$ cat config.mk
export PLATFORM = sky130hd
export DESIGN_NAME = down_counter_timer
export DESIGN_NICKNAME = d
export VERILOG_FILES = /design/src/rtl/down_timer_pkg.sv /design/src/rtl/down_counter_timer.sv
export SDC_FILE = /design/constraint.sdc
export NUM_CORES = 1
export LEC_CHECK = 0
export ABC_AREA = 1
export CAP_MARGIN = 10
export CORE_AREA = 2 2 39 41
export DETAILED_ROUTE_END_ITERATION = 6
export DIE_AREA = 0 0 41 43
export PLACE_DENSITY = 0.71
export SYNTH_ARGS = -nofsm -noshare
export SYNTH_HDL_FRONTEND = slang
export SYNTH_SLANG_ARGS = --single-unit
export TNS_END_PERCENT = 50
$ cat constraint.sdc
create_clock -name clk -period 1.75 [get_ports clk]
set_input_delay 0.35 -clock clk [delete_from_list [all_inputs] [get_ports clk]]
set_output_delay 0.35 -clock clk [all_outputs]
set_load 0.1 [all_outputs]
$ cat src/rtl/down_timer_pkg.sv
// Shared definitions for the loadable countdown timer.
// Holds the FSM state encoding used by down_counter_timer.
package down_timer_pkg;

  typedef enum logic [1:0] {
    ST_IDLE = 2'd0,
    ST_RUN  = 2'd1,
    ST_DONE = 2'd2
  } state_e;

endpackage

$ cat src/rtl/down_counter_timer.sv
// down_counter_timer: loadable countdown timer with a one-cycle done pulse.
// A loaded value counts down to zero after start. Optionally, the timer
// reloads itself and keeps cycling.
// Optional feature: define DOWN_TIMER_PAUSE_EN to add the pause port.
// Ports:
//   clk      - clock, all state updates on the rising edge
//   rst      - asynchronous active-high reset
//   load     - load request, samples load_val (highest priority)
//   load_val - value to count down from
//   start    - begin countdown from the current count
//   pause    - hold count while running (DOWN_TIMER_PAUSE_EN only)
//   count    - current count (registered)
//   busy     - high while running (registered)
//   done     - one-cycle pulse when the count reaches zero (registered)
module down_counter_timer
  import down_timer_pkg::*;
#(
  parameter int unsigned WIDTH  = 4,
  parameter bit          RELOAD = 1'b0
) (
  input  logic             clk,
  input  logic             rst,
  input  logic             load,
  input  logic [WIDTH-1:0] load_val,
  input  logic             start,
`ifdef DOWN_TIMER_PAUSE_EN
  input  logic             pause,
`endif
  output logic [WIDTH-1:0] count,
  output logic             busy,
  output logic             done
);

  state_e           state_q, state_d;
  logic [WIDTH-1:0] count_q, count_d;
  logic [WIDTH-1:0] reload_q, reload_d;
  logic             busy_q, busy_d;
  logic             done_q, done_d;
  logic             hold;

`ifdef DOWN_TIMER_PAUSE_EN
  assign hold = pause;
`else
  assign hold = 1'b0;
`endif

  always_ff @(posedge clk or posedge rst) begin
    if (rst) begin
      state_q  <= ST_IDLE;
      count_q  <= '0;
      reload_q <= '0;
      busy_q   <= 1'b0;
      done_q   <= 1'b0;
    end else begin
      state_q  <= state_d;
      count_q  <= count_d;
      reload_q <= reload_d;
      busy_q   <= busy_d;
      done_q   <= done_d;
    end
  end

  // busy/done are computed for the next state so that they appear as registered outputs.
  always_comb begin
    state_d  = state_q;
    count_d  = count_q;
    reload_d = reload_q;
    busy_d   = 1'b0;
    done_d   = 1'b0;
    if (load) begin
      // load aborts everything, including a start in the same cycle
      count_d  = load_val;
      reload_d = load_val;
      state_d  = ST_IDLE;
    end else begin
      unique case (state_q)
        ST_IDLE: begin
          if (start) begin
            if (count_q != '0) begin
              state_d = ST_RUN;
              busy_d  = 1'b1;
            end else begin
              // zero-length run: straight to the done pulse
              state_d = ST_DONE;
              done_d  = 1'b1;
            end
          end
        end
        ST_RUN: begin
          if (hold) begin
            busy_d = 1'b1;
          end else if (count_q <= WIDTH'(1)) begin
            // <= rather than == so the count can never wrap below zero
            count_d = '0;
            state_d = ST_DONE;
            done_d  = 1'b1;
          end else begin
            count_d = count_q - WIDTH'(1);
            busy_d  = 1'b1;
          end
        end
        ST_DONE: begin
          // a zero reload value would create an endless train of done pulses, so go idle
          if (RELOAD && (reload_q != '0)) begin
            state_d = ST_RUN;
            count_d = reload_q;
            busy_d  = 1'b1;
          end else begin
            state_d = ST_IDLE;
          end
        end
        default: state_d = ST_IDLE;
      endcase
    end
  end

  assign count = count_q;
  assign busy  = busy_q;
  assign done  = done_q;

endmodule
==> qor.log, run 1 <==
INFO  status         outcome=complete, no violations
INFO  route          drtIter0Drc=4
INFO  die            die_width=41um
INFO  logic_synthesis netlist.top_cell.by_area=sky130_fd_sc_hd__dfrtp_1
INFO  final_layout   ff_latch_area=203squm
INFO  route          detailroute.via_count=437
INFO  worst_setup_path crit_path_end=count[0]$_DFFE_PP0P_
INFO  logic_synthesis synth-seq-area-share=0.419
INFO  worst_hold_path hold_class=in2async
INFO  clock_network  cts_tree=yes
INFO  clock_network  clock_tree.root_cell=sky130_fd_sc_hd__clkbuf_4
INFO  clock_network  cts_inserted_buffers=3
INFO  global_routing congestion_overflow_gr=0
INFO  placed_design  placedInstanceArea=687squm
INFO  final_layout   layout.cell_area.non_filler=713squm
INFO  placed_design  place_congestion=0.738
INFO  pwr            p_sw_frac=0.455
INFO  clock_network  post_cts.repair.setup_buffers=0
INFO  placed_design  hpwlAfterDp=807um
INFO  logic_synthesis postSynthRegisterBits=8
INFO  pwr            sequentialPowerShare=0.302
INFO  timing         finalCriticalPeriod=1.36ns
INFO  global_routing grt.total_usage=0.143
INFO  final_layout   nNetsFinal=91
INFO  final_layout   multi_input_comb_area=210squm
INFO  global_routing antenna_found_initial=0
INFO  clock_network  holdBufCountCts=0
INFO  timing         finalSetupViolations=0
INFO  route          drc=0
INFO  route          number_of_routed_nets_with_antenna_violations=0
INFO  pwr            vdd.ir_drop.worst=0.000405V
INFO  worst_setup_path critical_path.startpoint_type=flop
INFO  die            height_of_the_die=43um
INFO  route          routed_wirelength=985um
INFO  final_layout   final_util=0.515
INFO  job            cap_viol_max_count=0
INFO  logic_synthesis synthesis.area=478squm
INFO  route          detail_route.vias_per_cell=4.55
INFO  clock_network  clk_pin_slew_worst_paths=0.06ns
INFO  die            io_pins=14
INFO  timing         relSlewSlack=0.790
INFO  worst_setup_path r2r_end=count[0]$_DFFE_PP0P_
INFO  logic_synthesis synthCells=63
INFO  final_layout   layout.cells.most_common_list=sky130_fd_sc_hd__nand2_1, sky130_fd_sc_hd__inv_1, sky130_fd_sc_hd__clkdlybuf4s50_1
INFO  clock_network  clk-insertion-delay-late=0.27ns
INFO  global_routing grt_start_max_net_pins=9
INFO  clock_network  h-tree-depth=1
INFO  logic_synthesis yosysWarningCount=0
INFO  pwr            power.static_leakage=0.359nW
INFO  worst_setup_path timing.critical_path.cells=inv_2 > ha_1 > inv_1 > nand2_1 > nand2_2 > nand2_4 > nor2_4 > nand2_1 > nand2_1
INFO  worst_setup_path crit-reg2reg-launch=count[0]$_DFFE_PP0P_
INFO  worst_setup_path worst_setup_path_startpoint=count[0]$_DFFE_PP0P_
INFO  logic_synthesis avg_cell_area_syn=7.59squm
INFO  timing         final-max-slew-violation-count=0
INFO  worst_setup_path timing.critical_path.to_type=flop
INFO  global_routing grt_pass1_wl=1.63mm
INFO  final_layout   post_route_cells_drive_above_1_share=0.288
INFO  route          drt_first_pass_iters=4
INFO  die            placement_rows=14
INFO  worst_setup_path crit_path_max_fanout=5
INFO  final_layout   nFillCells=136
INFO  logic_synthesis synth_cell_type_count=17
INFO  final_layout   area_growth=49.2%
INFO  worst_setup_path rr_worst_depth=9
INFO  timing         post-route-period-util=0.775
INFO  worst_setup_path worst-r2r-setup-slack=0.39ns
INFO  global_routing number_of_global_route_vias_before_repair=397
INFO  die            core_area=1380squm
INFO  worst_setup_path path_class=reg2reg
INFO  clock_network  cts.sink_count=8
INFO  pwr            clock_power_share=0.200
INFO  timing         final.setup.tns=0ns
INFO  final_layout   layout.cells.most_common=sky130_fd_sc_hd__nand2_1
INFO  worst_setup_path crit_path_frequent_cell=sky130_fd_sc_hd__nand2_1
INFO  pwr            power_report.internal_total=0.443mW
INFO  pwr            p_per_area=1140nW/um^2
INFO  worst_setup_path cpMaxStageDelayCell=sky130_fd_sc_hd__dfrtp_2
INFO  pwr            combPwrFrac=0.498
INFO  placed_design  io_buffer_count=13
INFO  die            initial_utilization=0.345
INFO  timing         final.setup_skew=0.0115ns
INFO  timing         rsz0062_at_grt=no
INFO  clock_network  cts-root-to-sink-buffers=2
INFO  timing         report.final.hold_viol_count=0
INFO  worst_setup_path max_stage_delay=0.44ns
INFO  logic_synthesis synthTopCellsByArea=sky130_fd_sc_hd__dfrtp_1, sky130_fd_sc_hd__nand2_1, sky130_fd_sc_hd__inv_1
INFO  pwr            total_power=0.813mW
INFO  die            design.die.area=1760squm
INFO  timing         worst_slew_pin_slew=0.315ns
INFO  logic_synthesis mappedNetlistNets=73
INFO  logic_synthesis yosys.area.top_type_share=0.419
INFO  route          routedWlPerCell=10.3um
INFO  clock_network  cts-resized-gates=0
INFO  pwr            net-switching-power=0.370mW
INFO  final_layout   antennaDiodeCount=0
INFO  worst_setup_path crit_arrival=1.52ns
INFO  timing         max_clock_freq=737MHz
INFO  worst_setup_path required=1.91ns
power groups by stage:
| stage | clock [mW] | sequential (mW) | combinational (mW) |
|---|---|---|---|
| 2_1_floorplan | 0 | 0.387 | 0.125 |
| 3_3_place_gp | 0 | 0.247 | 0.399 |
| 3_5_place_dp | 0 | 0.249 | 0.406 |
| 4_1_cts | 0.166 | 0.246 | 0.408 |
| 5_1_grt | 0.176 | 0.249 | 0.432 |
| 6_report | 0.163 | 0.245 | 0.405 |
how the worst min path moves through the flow:
stage	end	slack, ns	cells past startpoint
after floorplan	busy$_DFF_PP0_	0.17	1
after global placement	state_q[0]$_DFFE_PP0P_	0.58	3
after detailed placement	count[0]$_DFFE_PP0P_	0.62	3
after CTS	done$_DFF_PP0_	0.33	2
after global routing	done$_DFF_PP0_	0.38	2
final	done$_DFF_PP0_	0.32	2
logic make-up (layout without fill, tap and decap cells):
group / count (synthesis) / after routing / synth area share
simple gates: 28 / 28 / 0.285
buf+inv: 16 / 33 / 0.141
compound gates: 8 / 8 / 0.0838
flops: 8 / 8 / 0.419
fa+ha+maj: 2 / 2 / 0.0523
xor+xnor: 1 / 1 / 0.0183
state kept, by name, indices dropped and copies added (netlist names):
| name | flops |
|---|---|
| count | 4 |
| state_q | 2 |
| busy | 1 |
| done | 1 |
cell type report:
class | count | share of cell area
Sequential cell | 8 | 0.284
Multi-Input combinational cell | 39 | 0.295
Timing Repair Buffer | 14 | 0.277
Clock buffer | 4 | 0.0368
Tap cell | 16 | 0.0281
Inverter | 15 | 0.0789
through the flow:
step	worst slack (ns)	std cells	hold WS, ns
after floorplan	0.202	63	0.166
after CTS	0.392	96	0.334
final	0.394	96	0.319
after detailed placement	0.396	92	0.618
after global routing	0.304	96	0.380
after global placement	0.422	92	0.579
cell usage after synthesis:
library cell / instances
sky130_fd_sc_hd__ha_1: 2
sky130_fd_sc_hd__dfrtp_1: 8
sky130_fd_sc_hd__o21ai_1: 1
sky130_fd_sc_hd__nand2_1: 17
sky130_fd_sc_hd__nand4_1: 2
sky130_fd_sc_hd__nand2_4: 1
sky130_fd_sc_hd__nor2_4: 1
sky130_fd_sc_hd__buf_6: 1
sky130_fd_sc_hd__a21oi_1: 4
sky130_fd_sc_hd__nand2_2: 2
sky130_fd_sc_hd__o21ai_0: 3
sky130_fd_sc_hd__nand3_1: 3
sky130_fd_sc_hd__xor2_1: 1
sky130_fd_sc_hd__nor2_1: 1
sky130_fd_sc_hd__nor2_2: 1
sky130_fd_sc_hd__inv_1: 9
sky130_fd_sc_hd__inv_2: 6
layer usage:
layer,up-vias,part of all wire,track usage
met5,-,0,0
li1,225,-,-
met4,0,0.014,0.0400
met3,2,0.075,0.0628
met1,198,0.38,0.155
met2,12,0.53,0.238
worst max-delay path, delay by kind of cell (launching register included):
kind | cells | cell delay, ns
fa+ha+maj | 1 | 0.24
flops | 1 | 0.44
simple gates | 6 | 0.41
buf+inv | 2 | 0.15
No activity file was read; power rests on OpenSTA's default activity.
==> run 2: changes to the inputs <==
--- a/config.mk
+++ b/config.mk
@@ -10,7 +10,7 @@
 export CORE_AREA = 2 2 39 41
 export DETAILED_ROUTE_END_ITERATION = 6
 export DIE_AREA = 0 0 41 43
-export PLACE_DENSITY = 0.71
+export PLACE_DENSITY = 0.74
 export SYNTH_ARGS = -nofsm -noshare
 export SYNTH_HDL_FRONTEND = slang
 export SYNTH_SLANG_ARGS = --single-unit
==> constraint.sdc (replaced) <==
create_clock -name clk -period 1.15 [get_ports clk]
set_input_delay 0.23 -clock clk [delete_from_list [all_inputs] [get_ports clk]]
set_output_delay 0.23 -clock clk [all_outputs]
set_load 0.1 [all_outputs]
==> run 2 against run 1 <==
  * The flow now finishes with violations (negative setup slack)
  * Sequential share of layout area decreased by 2.7 points
  * Critical path depth decreased by 7
  * Count of clock-buffer cells in the layout did not move
  * Cell count rose by 7.3%
  * Power increased by 66%
  * Non-clock buffer count rose by 7
==> qor.log, run 2 (synthesized netlist as in run 1, its figures left out) <==
INFO  placed_design  placed_cells=98
INFO  timing         final.setup.tns=-0.546ns
INFO  worst_setup_path crit_arrival=1.05ns
INFO  worst_setup_path r2r_end=count[0]$_DFFE_PP0P_
INFO  worst_setup_path rr_worst_depth=8
INFO  die            io_pins=14
INFO  worst_setup_path crit-reg2reg-launch=count[0]$_DFFE_PP0P_
INFO  timing         finalSetupViolations=8
INFO  global_routing congestion_overflow_gr=0
INFO  clock_network  clk_pin_slew_worst_paths=0.06ns
INFO  worst_setup_path cpMaxStageDelayCell=sky130_fd_sc_hd__dfrtp_4
INFO  worst_setup_path critical_path.startpoint_type=flop
INFO  die            die_width=41um
INFO  die            initial_utilization=0.345
INFO  clock_network  cts_inserted_buffers=3
INFO  clock_network  h-tree-depth=1
INFO  clock_network  cts.sink_count=8
INFO  clock_network  cts_tree=yes
INFO  worst_setup_path required=0.92ns
INFO  pwr            power.static_leakage=0.396nW
INFO  timing         relSlewSlack=0.792
INFO  worst_setup_path path_class=reg2out
INFO  timing         max_clock_freq=779MHz
INFO  job            cap_viol_max_count=0
INFO  die            height_of_the_die=43um
INFO  final_layout   layout.cells.most_common_list=sky130_fd_sc_hd__nand2_1, sky130_fd_sc_hd__inv_1, sky130_fd_sc_hd__clkdlybuf4s50_1
INFO  route          detail_route.vias_per_cell=4.65
INFO  final_layout   nFillCells=121
INFO  worst_setup_path worst-path-buf-inv=2
INFO  final_layout   post_route_cells_drive_above_1_share=0.437
INFO  timing         final-max-slew-violation-count=0
INFO  timing         final.setup_skew=0.00819ns
INFO  global_routing number_of_global_route_vias_before_repair=484
INFO  final_layout   nNetsFinal=98
INFO  route          number_of_routed_nets_with_antenna_violations=0
INFO  timing         postLayoutSetupSlackWorst=-0.134ns
INFO  global_routing grt_start_max_net_pins=9
INFO  global_routing antenna_found_initial=0
INFO  final_layout   flip_flop_count_of_the_largest_register_after_layout=4
INFO  route          routedWlPerCell=10.8um
INFO  placed_design  io_buffer_count=13
INFO  clock_network  holdBufCountCts=0
INFO  worst_setup_path timing.critical_path.cells=buf_6 > buf_12
INFO  clock_network  clk-insertion-delay-late=0.26ns
INFO  final_layout   antennaDiodeCount=0
INFO  route          detailroute.via_count=479
INFO  die            placement_rows=14
INFO  status         outcome=finished, violations left
INFO  status         failed_checks=negative setup slack
INFO  global_routing grt.total_usage=0.159
INFO  placed_design  hpwlAfterDp=859um
INFO  timing         rsz0062_at_grt=yes
INFO  pwr            total_power=1.35mW
INFO  worst_setup_path critical_path.top_delay_family=flip-flops
INFO  worst_setup_path crit_path_max_fanout=3
INFO  timing         finalCriticalPeriod=1.28ns
INFO  final_layout   area_growth=71.2%
INFO  timing         worst_slew_pin_slew=0.312ns
INFO  worst_hold_path hold_class=in2async
INFO  die            core_area=1380squm
INFO  clock_network  clock_tree.root_cell=sky130_fd_sc_hd__clkbuf_4
INFO  worst_setup_path worst-r2r-setup-slack=-0.07ns
INFO  pwr            p_per_area=1650nW/um^2
INFO  timing         post-route-period-util=1.12
INFO  global_routing grt_pass1_wl=1.86mm
INFO  timing         report.final.hold_viol_count=0
INFO  clock_network  cts-root-to-sink-buffers=2
INFO  placed_design  place_congestion=0.862
INFO  route          drt_first_pass_iters=4
INFO  route          drc=0
INFO  worst_setup_path timing.critical_path.to_type=output port
INFO  final_layout   layout.cells.most_common=sky130_fd_sc_hd__nand2_1
INFO  final_layout   final_cells=103
INFO  pwr            vdd.ir_drop.worst=0.000724V
INFO  route          routed_wirelength=1.11mm
INFO  route          drtIter0Drc=8
INFO  die            design.die.area=1760squm
INFO  worst_setup_path max_stage_delay=0.51ns
-- run 2: what timing repair did --
action                                 4_1_cts  5_1_grt
gates resized for setup                      3        3
setup endpoints to repair                   10       10
setup buffers                                1        0
pin swaps                                    0        3
endpoints found under the hold margin        0        0
-- run 2: worst max path at each step --
stage                          from                   end  cells after the start
2_1_floorplan  count[1]$_DFFE_PP0P_  count[0]$_DFFE_PP0P_                      9
3_3_place_gp   count[0]$_DFFE_PP0P_  count[3]$_DFFE_PP0P_                      8
3_5_place_dp                   load  count[0]$_DFFE_PP0P_                      6
4_1_cts        count[1]$_DFFE_PP0P_              count[1]                      2
5_1_grt        count[1]$_DFFE_PP0P_              count[1]                      2
6_report       count[0]$_DFFE_PP0P_              count[0]                      2
-- run 2: cell type report --
cell class              instances  area (sq um)  share of cell area
flip-flops and latches          8           210               0.257
clock buffers                   4          26.3              0.0321
inverters                      15          61.3              0.0749
multi-input cells              39           243               0.297
well taps                      16          20.0              0.0245
repair buffers                 21           258               0.315
-- run 2: power breakdown --
group,leakage (nW),internal [mW],switching [mW]
clock network,0.0150,0.133,0.106
logic,0.283,0.289,0.436
registers,0.0979,0.331,0.0524
total,0.396,0.753,0.594
-- run 2: metrics by stage --
step | hold WS, ns | worst slack (ns) | utilization | area (sq um)
detailed placement | 0.511 | -0.108 | 0.549 | 759
finish | 0.218 | -0.134 | 0.591 | 818
global route | 0.257 | -0.152 | 0.591 | 818
global placement | 0.499 | -0.0833 | 0.549 | 759
CTS | 0.219 | -0.125 | 0.580 | 803
floorplan | 0.0456 | -0.200 | - | 508
-- run 2: per-layer routing --
layer / track usage / wire (um)
met1: 0.168 / 452
met2: 0.266 / 579
met3: 0.0628 / 65
met4: 0.0600 / 12
met5: 0 / 0
